--- src/rtl/wb_mem_bist_if.sv ---
// rtl/wb_mem_bist_if.sv - Wishbone classic bus bundle (wshb_if) carrying clock and reset
interface wshb_if (
    input logic clk,
    input logic rst
);
    logic        cyc;
    logic        stb;
    logic        we;
    logic [31:0] adr;
    logic [3:0]  sel;
    logic [31:0] dat_ms;
    logic [2:0]  cti;
    logic [1:0]  bte;
    logic        ack;
    logic        err;
    logic [31:0] dat_sm;

    modport master (
        input  clk, rst, ack, err, dat_sm,
        output cyc, stb, we, adr, sel, dat_ms, cti, bte
    );

    modport slave (
        input  clk, rst, cyc, stb, we, adr, sel, dat_ms, cti, bte,
        output ack, err, dat_sm
    );
endinterface

--- src/rtl/wb_mem_bist.sv ---
// rtl/wb_mem_bist.sv - Wishbone master memory BIST: write a seeded pattern, read back and compare
module wb_mem_bist #(
    parameter int          mem_adr_width = 11,
    parameter logic [31:0] BASE_ADR      = 32'h0000_0000,
    parameter int          TIMEOUT       = 255
) (
    wshb_if.master              wb_m,
    input  logic                start,
    input  logic [mem_adr_width:0] len,
    input  logic [31:0]         seed,
    output logic                busy,
    output logic                done,
    output logic                pass,
    output logic [15:0]         err_count,
    output logic [31:0]         first_fail_adr,
    output logic                timeout,
    output logic                bus_err
);
    localparam int TW = (TIMEOUT < 2) ? 1 : $clog2(TIMEOUT + 1);
    localparam logic [mem_adr_width:0] ONE  = 1;
    localparam logic [mem_adr_width:0] ZERO = 0;

    typedef enum logic [1:0] {IDLE, WRITE, READ, DONE} state_t;

    state_t                 r_state;
    logic [mem_adr_width:0] r_len;
    logic [mem_adr_width:0] r_idx;
    logic [31:0]            r_seed;
    logic [TW-1:0]          r_timer;
    logic                   r_cyc;
    logic                   r_we;
    logic [31:0]            r_adr;
    logic [31:0]            r_dat;
    logic [3:0]             r_sel;
    logic                   r_busy;
    logic                   r_done;
    logic                   r_pass;
    logic [15:0]            r_err_count;
    logic [31:0]            r_first_fail_adr;
    logic                   r_timeout;
    logic                   r_bus_err;

    logic [15:0] w_i16;
    logic [31:0] w_pattern;
    logic [31:0] w_adr;
    logic        w_last;
    logic        w_mismatch;

    assign w_i16      = 16'(r_idx);
    assign w_pattern  = {w_i16, ~w_i16} ^ r_seed;
    assign w_adr      = BASE_ADR + (32'(r_idx) << 2);
    assign w_last     = (r_idx == r_len - ONE);
    assign w_mismatch = (wb_m.dat_sm != w_pattern);

    assign wb_m.cyc    = r_cyc;
    assign wb_m.stb    = r_cyc;
    assign wb_m.we     = r_we;
    assign wb_m.adr    = r_adr;
    assign wb_m.sel    = r_sel;
    assign wb_m.dat_ms = r_dat;
    assign wb_m.cti    = 3'b000;
    assign wb_m.bte    = 2'b00;

    assign busy           = r_busy;
    assign done           = r_done;
    assign pass           = r_pass;
    assign err_count      = r_err_count;
    assign first_fail_adr = r_first_fail_adr;
    assign timeout        = r_timeout;
    assign bus_err        = r_bus_err;

    always_ff @(posedge wb_m.clk or posedge wb_m.rst) begin
        if (wb_m.rst) begin
            r_state          <= IDLE;
            r_len            <= '0;
            r_idx            <= '0;
            r_seed           <= '0;
            r_timer          <= '0;
            r_cyc            <= 1'b0;
            r_we             <= 1'b0;
            r_adr            <= '0;
            r_dat            <= '0;
            r_sel            <= '0;
            r_busy           <= 1'b0;
            r_done           <= 1'b0;
            r_pass           <= 1'b0;
            r_err_count      <= '0;
            r_first_fail_adr <= '0;
            r_timeout        <= 1'b0;
            r_bus_err        <= 1'b0;
        end else begin
            case (r_state)
                IDLE, DONE: begin
                    if (start) begin
                        r_len            <= len;
                        r_seed           <= seed;
                        r_idx            <= '0;
                        r_err_count      <= '0;
                        r_first_fail_adr <= '0;
                        r_timeout        <= 1'b0;
                        r_bus_err        <= 1'b0;
                        if (len == ZERO) begin
                            r_state <= DONE;
                            r_busy  <= 1'b0;
                            r_done  <= 1'b1;
                            r_pass  <= 1'b1;
                        end else begin
                            r_state <= WRITE;
                            r_busy  <= 1'b1;
                            r_done  <= 1'b0;
                            r_pass  <= 1'b0;
                        end
                    end
                end
                WRITE, READ: begin
                    // bus idle here is the mandatory one-cycle gap between words
                    if (!r_cyc) begin
                        r_cyc   <= 1'b1;
                        r_adr   <= w_adr;
                        r_we    <= (r_state == WRITE);
                        r_sel   <= 4'hF;
                        r_timer <= '0;
                        if (r_state == WRITE) begin
                            r_dat <= w_pattern;
                        end
                    end else if (wb_m.err) begin
                        r_cyc     <= 1'b0;
                        r_bus_err <= 1'b1;
                        r_state   <= DONE;
                        r_busy    <= 1'b0;
                        r_done    <= 1'b1;
                        r_pass    <= 1'b0;
                    end else if (wb_m.ack) begin
                        r_cyc <= 1'b0;
                        if (r_state == READ && w_mismatch) begin
                            if (r_err_count == 16'h0000) begin
                                r_first_fail_adr <= r_adr;
                            end
                            if (r_err_count != 16'hFFFF) begin
                                r_err_count <= r_err_count + 16'h0001;
                            end
                        end
                        if (!w_last) begin
                            r_idx <= r_idx + ONE;
                        end else if (r_state == WRITE) begin
                            r_state <= READ;
                            r_idx   <= '0;
                        end else begin
                            r_state <= DONE;
                            r_busy  <= 1'b0;
                            r_done  <= 1'b1;
                            r_pass  <= (r_err_count == 16'h0000) && !w_mismatch
                                       && !r_timeout && !r_bus_err;
                        end
                    end else if (r_timer == TW'(TIMEOUT - 1)) begin
                        r_cyc     <= 1'b0;
                        r_timeout <= 1'b1;
                        r_state   <= DONE;
                        r_busy    <= 1'b0;
                        r_done    <= 1'b1;
                        r_pass    <= 1'b0;
                    end else begin
                        r_timer <= r_timer + 1'b1;
                    end
                end
                default: r_state <= IDLE;
            endcase
        end
    end
endmodule

--- src/flat_wrapper.sv ---
// flat-port wrapper written by rule: the top's interface ports become plain ports
module wb_mem_bist_flat 
#(
    parameter int          mem_adr_width = 11,
    parameter logic [31:0] BASE_ADR      = 32'h0000_0000,
    parameter int          TIMEOUT       = 255
)
  (start, len, seed, busy, done, pass, err_count, first_fail_adr, timeout, bus_err, clk, rst, wb_m_ack, wb_m_err, wb_m_dat_sm, wb_m_cyc, wb_m_stb, wb_m_we, wb_m_adr, wb_m_sel, wb_m_dat_ms, wb_m_cti, wb_m_bte);
  wshb_if wb_m_i (.clk(clk), .rst(rst));
  input  logic start;
  input  logic [mem_adr_width:0] len;
  input  logic [31:0] seed;
  output logic busy;
  output logic done;
  output logic pass;
  output logic [15:0] err_count;
  output logic [31:0] first_fail_adr;
  output logic timeout;
  output logic bus_err;
  input wire logic clk;
  input wire logic rst;
  input wire logic [$bits(wb_m_i.ack)-1:0] wb_m_ack;
  input wire logic [$bits(wb_m_i.err)-1:0] wb_m_err;
  input wire logic [$bits(wb_m_i.dat_sm)-1:0] wb_m_dat_sm;
  output wire logic [$bits(wb_m_i.cyc)-1:0] wb_m_cyc;
  output wire logic [$bits(wb_m_i.stb)-1:0] wb_m_stb;
  output wire logic [$bits(wb_m_i.we)-1:0] wb_m_we;
  output wire logic [$bits(wb_m_i.adr)-1:0] wb_m_adr;
  output wire logic [$bits(wb_m_i.sel)-1:0] wb_m_sel;
  output wire logic [$bits(wb_m_i.dat_ms)-1:0] wb_m_dat_ms;
  output wire logic [$bits(wb_m_i.cti)-1:0] wb_m_cti;
  output wire logic [$bits(wb_m_i.bte)-1:0] wb_m_bte;
  assign wb_m_i.ack = wb_m_ack;
  assign wb_m_i.err = wb_m_err;
  assign wb_m_i.dat_sm = wb_m_dat_sm;
  assign wb_m_cyc = wb_m_i.cyc;
  assign wb_m_stb = wb_m_i.stb;
  assign wb_m_we = wb_m_i.we;
  assign wb_m_adr = wb_m_i.adr;
  assign wb_m_sel = wb_m_i.sel;
  assign wb_m_dat_ms = wb_m_i.dat_ms;
  assign wb_m_cti = wb_m_i.cti;
  assign wb_m_bte = wb_m_i.bte;
  wb_mem_bist #(.mem_adr_width(mem_adr_width), .BASE_ADR(BASE_ADR), .TIMEOUT(TIMEOUT)) u_core (.wb_m(wb_m_i), .start(start), .len(len), .seed(seed), .busy(busy), .done(done), .pass(pass), .err_count(err_count), .first_fail_adr(first_fail_adr), .timeout(timeout), .bus_err(bus_err));
endmodule
--- config.mk ---
export PLATFORM = sky130hd
export DESIGN_NAME = wb_mem_bist_flat
export DESIGN_NICKNAME = d
export VERILOG_FILES = /design/src/rtl/wb_mem_bist_if.sv /design/src/rtl/wb_mem_bist.sv /design/src/flat_wrapper.sv
export SDC_FILE = /design/constraint.sdc
export NUM_CORES = 1
export LEC_CHECK = 0
export CORE_MARGIN = 2
export CORE_UTILIZATION = 41
export CTS_CLUSTER_SIZE = 24
export DETAILED_ROUTE_END_ITERATION = 12
export GPL_ROUTABILITY_DRIVEN = 1
export GPL_TIMING_DRIVEN = 0
export PLACE_DENSITY = 0.74
export SYNTH_ARGS = -nofsm -noshare
export SYNTH_HDL_FRONTEND = slang
export SYNTH_SLANG_ARGS = --single-unit
--- constraint.sdc ---
create_clock -name clk -period 6.6 [get_ports clk]
set_input_delay 1.32 -clock clk [delete_from_list [all_inputs] [get_ports clk]]
set_output_delay 1.32 -clock clk [all_outputs]
set_load 0.03 [all_outputs]
### Yosys cells after proc, flatten, opt, wreduce, memory -nomap -nowiden

Index checks and enable logic that the tools add are counted.

* $add $sub $neg: 4
* multiply operators: 0
* div/mod/pow operators: 0
* order comparisons: 0
* equality and inequality tests: 24
* shift-type cells: 0
* mux-type cells: 70
* bitwise logic cells: 3
* reduce and logical (&&, ||, !) cells: 23

Operators with widths (count)
* 32-bit 2-to-1 mux: 6
* 16-bit 2-to-1 mux: 6
* 12-bit 2-to-1 mux: 6
* 32-bit one-hot mux with 2 select lines: 1
* 1-bit 2-to-1 mux: 32
* 8-bit 2-to-1 mux: 4
* 32-bit inequality test: 1
* 16-bit one-hot mux with 2 select lines: 1
* 28-bit by 32-bit bitwise XOR with 32-bit output: 1
* 12-bit one-hot mux with 2 select lines: 1
* 16-bit by 1-bit adder with 16-bit output, second input constant: 1
* 16-bit zero test: 1
* 16-bit inequality test, second input constant: 1
* 2-bit inequality test, second input constant: 8
* 12-bit NOT with 16-bit output: 1
* 5-bit AND reduction: 3
* 2-bit 2-to-1 mux: 7
* 12-bit by 1-bit adder with 12-bit output, second input constant: 1
* 12-bit == test: 1
* 12-bit zero test: 1
* 6-bit AND reduction: 2
* 12-bit by 1-bit subtractor with 12-bit output, second input constant: 1
* 2-bit by 1-bit inequality test with 1-bit output, second input constant: 5
* 1-bit one-hot mux with 2 select lines: 5
* other kinds (16): 27

* register bits after elaboration: 166
* bits in latches: 0
* bits in writable memories: 0
* bits in read-only memories: 0
* input bits: 81
* output and inout port bits: 129
* word-level logic and storage cells: 141
* memories: 0

### Logic depth before layout (Yosys ltp)

* depth after elaboration: 13
* mapped depth: 11

### Worst setup path after synthesis

Ideal clock, no wire load.

* path kind: input to register
* start: in wb_m_dat_sm[6]
* end: reg u_core.r_first_fail_adr[10] (netlist: u_core.first_fail_adr[10])
* setup time: 0.125 ns
* data arrival time: 3.033 ns
* data required time: 6.475 ns
* slack: 3.442 ns
* stages: 9
* buffers on the path: 1
* path through: xnor2_1 > or3_1 > a222oi_1 > o2111ai_1 > nor3_2 > or3_2 > a21oi_2 > buf_6 > mux2_4

* cells in the longest elaborated chain, start to end: 4

Ends and longest elaborated chain
* start: declaration: line flat_wrapper.sv:24 `input wire logic [$bits(wb_m_i.dat_sm)-1:0] wb_m_dat_sm;`
* 32-bit inequality test: line wb_mem_bist.sv:53 `assign w_mismatch = (wb_m.dat_sm != w_pattern);`
* 1-bit logical AND: line wb_mem_bist.sv:135 `if (r_state == READ && w_mismatch) begin`
* 2-bit by 1-bit inequality test with 1-bit output (no source line)
* 6-bit AND reduction (no source line)
* end signal: assignment: line wb_mem_bist.sv:137 `r_first_fail_adr <= r_adr;`
* end: declaration: line wb_mem_bist.sv:39 `logic [31:0] r_first_fail_adr;`

No other way between the ends.
A chain may end at the register's enable or synchronous reset.

### Worst setup path after layout

* start: in wb_m_dat_sm[1]
* end: reg u_core.r_first_fail_adr[4] (netlist: u_core.first_fail_adr[4])

Same word-level chain as after synthesis.

==> flow_summary.toml <==
[routing]
drt_iter0_drc = 339
ant_nets = 0
drt_wl_total_um = 19930
drt_pass1_iterations = 4
drcViolationCount = 0
routed-via-count = 6063
wl_per_cell_um = 16.52
avgViaCountPerCell = 5.027

[layout]
diodes = 0
final_common_cell = "clkdlybuf4s50_1"
mostFrequentLayoutCells = "164 x clkdlybuf4s50_1, 146 x dfrtp_1, 62 x mux2_2"
ff_latch_area_um2 = 3654
syn2layout_area_growth_pct = 35.12
post-route-util = 0.5634
fillers = 1603
nets = 1049
design_area_um2 = 10500
drive_gt1_frac = 0.1893
multi_input_area_um2 = 3689

[critical_path]
required_ns = 6.90
slowest_stage = "or3_2"
r2r_end = "u_core.first_fail_adr[4]"
r2r_cells = 10
critPathTopFamily = "simple AND/OR/NAND/NOR gates"
cp-start-kind = "input pin"
path_class = "in2reg"
endpoint_kind = "flop"
reg2reg_from = "u_core.r_idx[1]"
cp_cell_sequence = "clkdlybuf4s50_1 -> xnor2_1 -> nor4_1 -> nand3_1 -> nor3_2 -> or3_2 -> a21oi_2 -> buf_6 -> mux2_4"
path_max_fanout = 10
critPathArrivalTime_ns = 3.82
critPathMaxStageDelay_ns = 0.46
crit_buf_inv = 2
reg2reg_slack_ns = 3.62

[yosys]
syn_inst = 731
yosys_warnings = 0
yosysUniqueCellTypes = 61
synth_async_sr_flop_share = 1.000
synth_seq_cells = 146
synth_seq_area_share = 0.4700
synth_area_um2 = 7774
syn_avg_cell_area_um2 = 10.63
synth_edf_count = 0
synth_flop_cell = "dfrtp_1"

[placement]
place_area_um2 = 9906
portBuffers = 164
gp_congestion = 0.8499
hpwl_um = 14710

[floorplan]
num_rows = 50
dieWidth_um = 141.7
ioPinCount = 210
fp.dieH_um = 141.7
core_um2 = 18640
die-area_um2 = 20080
initial_core_util = 0.4170

[clocking]
htreeDepth = 4
post_cts_resized = 0
cts_tree = "done"
clock_path_buffers = 2
cts_sinks = 146
numCtsBuffers = 17
cts-hold-fix-buffers = 0
postCtsSetupBuffers = 0
cts-root-buf = "clkbuf_16"
clock_latency_ns = 0.42
path_clk_slew_ns = 0.06

[global_route]
gr-usage-all-layers = 0.2051
overflow = 0
antenna_found_initial = 0
grt_max_degree = 93
grt_pass1_wl_um = 31640
grt_pass1_vias = 5884

[sta]
whs_ns = 0.4773
slew_headroom = 0.5264
fmax_mhz = 283.8
finalSetupViolCount = 0
period_share = 0.5340
timing.final.crit_period_ns = 3.524
fin_setup_tns_ns = 0
skew_ns = 0.01034
worst_pin_slew_ns = 0.7070
rsz0062_at_grt = "false"
slew_viol_final = 0
hold_viol = 0

[power_and_ir_drop]
vdd_drop_max_v = 0.0002770
power_density_nw_per_um2 = 414.2
p_leak_nw = 4.598

[worst_hold_path]
min_to = "u_core.wb_m.dat_ms[23]"
hp-class = "reg2reg"
hp-start = "u_core.wb_m.dat_ms[23]"
hold_depth = 2

[flow_run]
cap_violations = 0

[run_status]
status = "complete, no violations"
## synthesized netlist by cell type, types with 10 or more instances
cell      number  share of area
nor2_1        38          0.018
nand3_1       28          0.018
nand2_1       51          0.025
mux2_2        62          0.090
o21ai_0       51          0.033
mux2_4        10          0.019
a21oi_1       11         0.0071
dfrtp_1      146           0.47
xnor2_1       48          0.054
nor4_1        11         0.0089
inv_1         16         0.0077
clkbuf_1      18         0.0087
buf_2         12         0.0077
and3_1        12         0.0097
xor2_1        36          0.041
buf_4         50          0.048
nor2b_1       18          0.014
nand4_1       10         0.0080
## state kept, by name, indices dropped and copies added (netlist names), 2 cells and up
signal,cells
u_core.wb_m.dat_ms,32
u_core.r_seed,32
u_core.first_fail_adr,12
u_core.r_idx,12
u_core.r_len,12
u_core.wb_m.adr,12
u_core.r_state,2
u_core.r_timer,8
u_core.err_count,16
## area by class of cell
class | count | share of cell area
buffer | 84 | 0.05074
clock buffer | 21 | 0.04479
clock inverter | 11 | 0.01215
inverter | 17 | 0.006552
multi-input combinational | 528 | 0.3512
sequential | 146 | 0.3478
tap | 234 | 0.02787
timing repair buffer | 165 | 0.1589
## where the power goes
part | internal (mW) | switching, mW | leakage (nW)
Sequential | 1.19 | 0.264 | 1.85
Clock | 0.589 | 0.392 | 0.286
Combinational | 0.858 | 1.05 | 2.46
Total | 2.64 | 1.71 | 4.60
## cell families (layout without fill, tap and decap cells)
logic type,after synthesis,count (layout),synth area share
simple gates,214,214,0.1466
fa+ha+maj,9,9,0.01449
mux,78,78,0.1169
buf+inv,101,298,0.07677
xor+xnor,84,84,0.09464
flops,146,146,0.4700
other cells,1,45,0.0004824
compound gates,98,98,0.08016
## routing by layer
metal	wire, µm	track usage
met4	286	0.05789
met3	1602	0.06480
met1	8624	0.2652
met2	9414	0.3329
met5	0	0
## worst max-delay path by stage
stage	from	end	cells past startpoint
after floorplan	rst	u_core.bus_err	1
after global placement	rst	u_core.r_len[5]	2
after detailed placement	wb_m_dat_sm[1]	u_core.first_fail_adr[6]	9
after CTS	wb_m_dat_sm[1]	u_core.first_fail_adr[4]	9
after global routing	wb_m_dat_sm[6]	u_core.err_count[14]	11
final	wb_m_dat_sm[1]	u_core.first_fail_adr[4]	9
## worst reg2reg max path: stages (launching register included)
cell,delay (ns)
dfrtp_1,0.38
buf_2,0.21
xor2_1,0.21
xnor2_1,0.37
nor4_1,0.12
nand3_1,0.21
nor3_2,0.07
or3_2,0.46
a21oi_2,0.27
buf_6,0.23
mux2_4,0.32
## stage by stage
step	cells	total power, mW	worst slack (ns)
final	1206	4.351	3.076
after global routing	1206	4.625	2.809
after CTS	1206	4.376	3.075
after detailed placement	1174	3.380	2.644
after global placement	1173	3.334	-0.8580
after floorplan	775	2.720	1.357
(Power assumes the default switching activity.)
